==> config.mk <==
export PLATFORM = sky130hd
export DESIGN_NAME = jt49_cmd_player
export DESIGN_NICKNAME = d
export VERILOG_FILES = /design/src/rtl/jt49_player_pkg.sv /design/src/rtl/jt49_player_timer.sv /design/src/rtl/jt49_cmd_player.sv
export SDC_FILE = /design/constraint.sdc
export NUM_CORES = 1
export LEC_CHECK = 0
export ABC_CLOCK_PERIOD_IN_PS = 2800
export BUFFER_PORTS_ARGS = -buffer_cell sky130_fd_sc_hd__buf_2
export CAP_MARGIN = 20
export CORE_AREA = 5 5 59 113
export DETAILED_ROUTE_END_ITERATION = 8
export DIE_AREA = 0 0 64 118
export GPL_TIMING_DRIVEN = 0
export PLACE_DENSITY = 0.83
export SYNTH_ARGS = -nofsm -noshare
export SYNTH_HDL_FRONTEND = slang
export SYNTH_HIERARCHICAL = 1
export SYNTH_SLANG_ARGS = --single-unit
==> constraint.sdc <==
create_clock -name clk -period 2.8 [get_ports clk]
set_clock_uncertainty 0.15 [all_clocks]
set_input_delay 0 -clock clk [delete_from_list [all_inputs] [get_ports clk]]
set_output_delay 0 -clock clk [all_outputs]
set_load 0.02 [all_outputs]
==> src/rtl/jt49_player_pkg.sv <==
// jt49_player_pkg
// Shared definitions for the jt49 command player: the 2-bit opcodes found
// in cmd_data[9:8] and the sequencer state encoding.
package jt49_player_pkg;

    localparam logic [1:0] OP_WR   = 2'b00;  // data write
    localparam logic [1:0] OP_ADR  = 2'b01;  // address latch
    localparam logic [1:0] OP_WAIT = 2'b10;  // timed wait
    localparam logic [1:0] OP_END  = 2'b11;  // end of playback

    typedef enum logic [2:0] {
        IDLE,
        FETCH,
        EXEC,
        BUS,
        GAP,
        WAIT,
        NEXT,
        FIN
    } state_t;

endpackage

==> src/rtl/jt49_player_timer.sv <==
// jt49_player_timer
// Loadable down-counter with a tick enable and a zero flag. The counter
// stops at zero, so a loaded value N reports zero after N ticks.
// Ports:
//   clk, rst_n  - clock, asynchronous active-low reset
//   load        - load load_val (takes priority over tick)
//   load_val    - value to load
//   tick        - decrement enable
//   zero        - count is zero
module jt49_player_timer #(
    parameter int W = 16
) (
    input  logic         clk,
    input  logic         rst_n,
    input  logic         load,
    input  logic [W-1:0] load_val,
    input  logic         tick,
    output logic         zero
);

    logic [W-1:0] count;

    always_ff @(posedge clk or negedge rst_n) begin
        if (!rst_n) begin
            count <= '0;
        end else if (load) begin
            count <= load_val;
        end else if (tick && (count != '0)) begin
            count <= count - 1'b1;
        end
    end

    assign zero = (count == '0);

endmodule

==> src/rtl/jt49_cmd_player.sv <==
// jt49_cmd_player
// Register-write sequencer for jt49_bus. Fetches 10-bit commands from a
// synchronous ROM (data valid one clk after cmd_addr changes) and drives
// bdir/bc1/din: address latch, data write, timed wait and end.
// Optional feature: define JT49_PLAYER_LOOP_EN to make an end command
// pulse done and restart at the latched start address instead of stopping.
// Ports:
//   clk, rst_n  - clock, asynchronous active-low reset
//   cen         - clock enable, used only as the wait-counter tick
//   start       - begin playback at start_addr (sampled in IDLE only)
//   stop        - request early termination
//   start_addr  - first command address
//   cmd_addr    - ROM address
//   cmd_data    - ROM data
//   bdir, bc1   - bus control to jt49_bus
//   dout        - bus data to jt49_bus din
//   busy        - high whenever the sequencer is not IDLE
//   done        - one-clk pulse on completion or stop
module jt49_cmd_player
    import jt49_player_pkg::*;
#(
    parameter int ADDR_W  = 12,
    parameter int BUS_CYC = 8,
    parameter int GAP_CYC = 2,
    parameter int WAIT_SH = 8
) (
    input  logic              clk,
    input  logic              rst_n,
    input  logic              cen,
    input  logic              start,
    input  logic              stop,
    input  logic [ADDR_W-1:0] start_addr,
    output logic [ADDR_W-1:0] cmd_addr,
    input  logic [9:0]        cmd_data,
    output logic              bdir,
    output logic              bc1,
    output logic [7:0]        dout,
    output logic              busy,
    output logic              done
);

    // Wide enough for the largest wait (255 << WAIT_SH) without overflow.
    localparam int TW = 8 + WAIT_SH;

    state_t        state;
    logic          stop_pend;   // stop seen during BUS, honoured after GAP
    logic          tmr_load;
    logic [TW-1:0] tmr_val;
    logic          tmr_tick;
    logic          tmr_zero;
`ifdef JT49_PLAYER_LOOP_EN
    logic [ADDR_W-1:0] start_lat;
    logic              loop_again;  // FIN was reached through an end command
`endif

    // Timer loads are issued on the cycle that enters BUS, GAP or WAIT.
    // Values are N-1 for BUS/GAP because the exit cycle itself counts.
    always_comb begin
        tmr_load = 1'b0;
        tmr_val  = '0;
        case (state)
            EXEC: begin
                if (!stop && !cmd_data[9]) begin
                    tmr_load = 1'b1;
                    tmr_val  = TW'(BUS_CYC - 1);
                end else if (!stop && (cmd_data[9:8] == OP_WAIT)) begin
                    tmr_load = 1'b1;
                    tmr_val  = TW'(cmd_data[7:0]) << WAIT_SH;
                end
            end
            BUS: begin
                if (tmr_zero) begin
                    tmr_load = 1'b1;
                    tmr_val  = TW'(GAP_CYC - 1);
                end
            end
            default: ;
        endcase
    end

    assign tmr_tick = (state == WAIT) ? cen : 1'b1;

    jt49_player_timer #(.W(TW)) u_timer (
        .clk      (clk),
        .rst_n    (rst_n),
        .load     (tmr_load),
        .load_val (tmr_val),
        .tick     (tmr_tick),
        .zero     (tmr_zero)
    );

    // done is raised together with every transition into FIN so that it
    // is high exactly during the FIN cycle.
    always_ff @(posedge clk or negedge rst_n) begin
        if (!rst_n) begin
            state     <= IDLE;
            cmd_addr  <= '0;
            bdir      <= 1'b0;
            bc1       <= 1'b0;
            dout      <= '0;
            busy      <= 1'b0;
            done      <= 1'b0;
            stop_pend <= 1'b0;
`ifdef JT49_PLAYER_LOOP_EN
            start_lat  <= '0;
            loop_again <= 1'b0;
`endif
        end else begin
            done <= 1'b0;
            case (state)
                IDLE: begin
                    if (start) begin
                        cmd_addr  <= start_addr;
                        busy      <= 1'b1;
                        stop_pend <= 1'b0;
                        state     <= FETCH;
`ifdef JT49_PLAYER_LOOP_EN
                        start_lat <= start_addr;
`endif
                    end
                end
                FETCH: begin
                    if (stop) begin
                        state <= FIN;
                        done  <= 1'b1;
                    end else begin
                        state <= EXEC;
                    end
                end
                EXEC: begin
                    if (stop) begin
                        state <= FIN;
                        done  <= 1'b1;
                    end else begin
                        case (cmd_data[9:8])
                            OP_WR, OP_ADR: begin
                                bdir  <= 1'b1;
                                bc1   <= cmd_data[8];
                                dout  <= cmd_data[7:0];
                                state <= BUS;
                            end
                            OP_WAIT: begin
                                state <= (cmd_data[7:0] != 8'd0) ? WAIT : NEXT;
                            end
                            default: begin
                                state <= FIN;
                                done  <= 1'b1;
`ifdef JT49_PLAYER_LOOP_EN
                                loop_again <= 1'b1;
`endif
                            end
                        endcase
                    end
                end
                BUS: begin
                    if (stop) stop_pend <= 1'b1;
                    if (tmr_zero) begin
                        bdir  <= 1'b0;
                        bc1   <= 1'b0;
                        state <= GAP;
                    end
                end
                GAP: begin
                    if (stop || (tmr_zero && stop_pend)) begin
                        state <= FIN;
                        done  <= 1'b1;
                    end else if (tmr_zero) begin
                        state <= NEXT;
                    end
                end
                WAIT: begin
                    if (stop) begin
                        state <= FIN;
                        done  <= 1'b1;
                    end else if (tmr_zero) begin
                        state <= NEXT;
                    end
                end
                NEXT: begin
                    // No wrap: the last ROM address terminates playback.
                    if (stop || (&cmd_addr)) begin
                        state <= FIN;
                        done  <= 1'b1;
                    end else begin
                        cmd_addr <= cmd_addr + 1'b1;
                        state    <= FETCH;
                    end
                end
                FIN: begin
                    stop_pend <= 1'b0;
`ifdef JT49_PLAYER_LOOP_EN
                    loop_again <= 1'b0;
                    if (loop_again && !stop) begin
                        cmd_addr <= start_lat;
                        state    <= FETCH;
                    end else begin
                        busy  <= 1'b0;
                        state <= IDLE;
                    end
`else
                    busy  <= 1'b0;
                    state <= IDLE;
`endif
                end
                default: begin
                    state <= IDLE;
                    busy  <= 1'b0;
                end
            endcase
        end
    end

endmodule

==> results.md <==
* Placed Area at 0.00307 mm2
* Crit-path cells: inv_2, ha_4, nor4b_4, nand2_2, or3_4, inv_6, inv_1, or3_4, o21ai_4, buf_8, mux2_2
* Largest net degree at the start of global routing at 45
* Worst-path clk slew at 0.07 ns
* Actual slew at the worst max-slew pin at 0.535 ns
* Number of CTS-inserted buffers at 5
* Vias at 2759
* Synth warnings at 6
* Data required time at the worst endpoint at 2.83 ns
* Hold Crit Class: primary input to register
* Post-Synth Adder-Cell Area at 0.923%
* Highest Clock Rate at 0.365 GHz
* Register area share after synthesis at 40.6%
* Max incr delay on CP at 0.44 ns
* IO Count at 51
* First-pass GRT wire length at 13.2 mm
* CP arrival at 2.77 ns
* Crit-path most repeated cell: or3_4
* Mapped Avg Cell Area at 9.04 um2
* Post-Synthesis Cell Area at 0.00271 mm2
* GPL Wtd Cong at 0.942
* Worst setup EP type: register
* CP Launch Type: register
* Average wire per standard cell at 17.9 um
* Final ANT Viol Nets at 0
* Status: complete, no violations
* H-tree Lvls at 2
* Unique cell type count in the Yosys netlist at 63
* Max_slew headroom at 63.8%
* Root Buffer: clkbuf_16
* DP HPWL at 5.40 mm
* Mapped Cells at 300
* Crit-path slowest cell: or3_4
* Max Cap Viol at 0
* Syn-to-layout area delta at 33.1%
* Maximum vdd ir drop at 768 uV
* Largest family of logic cells by synthesized area: simple AND/OR/NAND/NOR gates
* DRC viols at 0
* Cell Pwr Density at 1070 mW/mm2
* Routed Wire Length at 8.17 mm
* CTS tree: done
* Die extent in x at 64 um
* Initial core utilization at 47.5%
* Simple-gate area share of the yosys netlist at 24.3%
* Vias in the first global route at 2858
* Crit-path max FO at 6
* Die area at 0.00755 mm2
* CTS Buffer Depth at 2
* Mux share of post-synthesis cell area at 5.21%
* Share of cells above drive strength 1 at 27.3%
* Core area at 0.00571 mm2
* Row cnt at 39
* Post-synth EDFFs at 0
* Power Total at 3860 uW
* Final Instance Area at 0.00361 mm2
* Final hold violation count at 0
* DRT iter0 DRCs at 213
* Initial antenna violation count at 0
* Via-to-Cell Ratio at 6.04
* CTS sink cnt at 44
* Number of synthesized register bits at 44
* Setup violations, final at 0
* Crit path kind: register to register
* Total gr overflow at 0
* Port bufs at 50
* First-pass DRT Iterations at 5
* Diodes inserted at 0
* GRT Total Usage at 21.4%
* Final Critical Period at 2.74 ns
* Die Ht at 118 um
* Compound-Gate Fraction of Synth Area at 22.2%
* Ys flop type: dfrtp_1
* # fillers at 445
* Clk_lat worst skew at 0.29 ns
* Xor/xnor share of the synthesized area at 2.26%
* Final worst-path cycle share at 98.0%
* Slew Viols, Final at 0
* LEAKAGE at 0.00158 uW
* Async SR Flop Fraction at 100%
* Nets at 424
registers in the layout, indices dropped and copies added, names as in the netlist:
register	flops
bc1	1
bdir	1
busy	1
cmd_addr	12
done	1
dout	8
state	3
stop_pend	1
u_timer/count	16
power breakdown:
part           switching (uW)  internal, uW  total [uW]
clock                     261           332         593
sequential                348           940        1290
combinational            1110           876        1980
total                    1720          2150        3860
logic make-up (layout without fill, tap and decap cells):
family	after synthesis	count (layout)
and+or+nand+nor	116	116
xor gates and xnor gates	7	7
adders and majority gates	2	2
DFF	44	44
other	1	5
AOI/OAI and AO/OA	92	92
muxes	11	11
buffers and inverters	27	119
routing by layer:
metal  wire, um  GRT usage [%]
met1       2830           21.7
met2       4580           39.5
met3        421           3.92
met4        336           10.8
met5          0              0
worst max-delay path: cells and delay by family (launching register included):
kind            cells  cell delay (ns)
simple gates        4             1.14
flops               1             0.39
buf+inv             4             0.37
mux                 1             0.33
fa+ha+maj           1             0.14
compound gates      1             0.11
path summary, 6_finish.rpt:
check,start,cells past startpoint,slack [ns],to
worst max-delay path,u_timer/count[1],11,0.06,u_timer/count[12]
worst max register to register,u_timer/count[1],11,0.06,u_timer/count[12]
max in group asynchronous,rst_n,4,1.59,u_timer/count[7]
min in group asynchronous,rst_n,3,0.46,bdir
worst min register to register,bdir,2,0.34,bdir
worst min-delay path,start,4,0.04,busy
what timing repair did:
item                                    CTS  global route
hold endpoints to repair                 76             5
pin swaps                                 4             3
endpoints found under the setup margin   16            16
hold buffers                             24             1
resized for setup                        11             7
buffers inserted                          6             4
layout make-up:
type | count | area (um2) | area share [%]
buffer | 17 | 92.6 | 2.56
clock buffer | 5 | 125 | 3.47
clock inverter | 3 | 23.8 | 0.659
inverter | 8 | 35.0 | 0.971
multi-input combinational | 233 | 1560 | 43.2
sequential | 44 | 1100 | 30.5
tap | 61 | 76.3 | 2.11
timing repair buffer | 86 | 596 | 16.5
stage by stage:
step	cells	setup TNS [ns]	hold slack [ns]	setup slack [ns]	utilization [%]
after floorplan	304	0	-0.446	0.00932	-
after global placement	415	-2.87	0.0632	-0.306	53.8
after detailed placement	415	-3.55	0.0712	-0.344	53.8
after CTS	453	0	0.0420	0.00788	62.0
after global routing	457	-0.123	0.124	-0.0397	63.2
final	457	0	0.0370	0.0572	63.2
layout by cell type, fill, tap and decap left out, types with 8 or more instances in the layout:
master         synthesis  layout
a21oi_1               20      20
nand2_1               33      32
buf_2                  4      54
clkbuf_1              12       8
nand3_1               11      11
dfrtp_1               44      43
o2bb2a_1               8       8
o21ai_0               26      25
nor2_1                21      21
and2_1                11      11
dlygate4sd3_1          0      25
buf_4                  1      11
Yosys cell counts (5+ instances only):
cell type  number  area share, %
clkbuf_1       12            1.7
mux2_4          5            2.8
a21oi_1        20            3.7
nand4_1         5            1.2
nand2_1        33            4.6
a22oi_1         5            1.4
nor2_1         21            2.9
inv_1           8            1.1
o21ai_0        26            4.8
o2bb2a_1        8            3.0
dfrtp_1        44             41
xor2_1          5            1.6
nand3_1        11            2.0
o22ai_1         5            1.2
and2_1         11            2.5
mux2_2          5            2.1
Note: power is estimated with default switching activity, not from simulation.
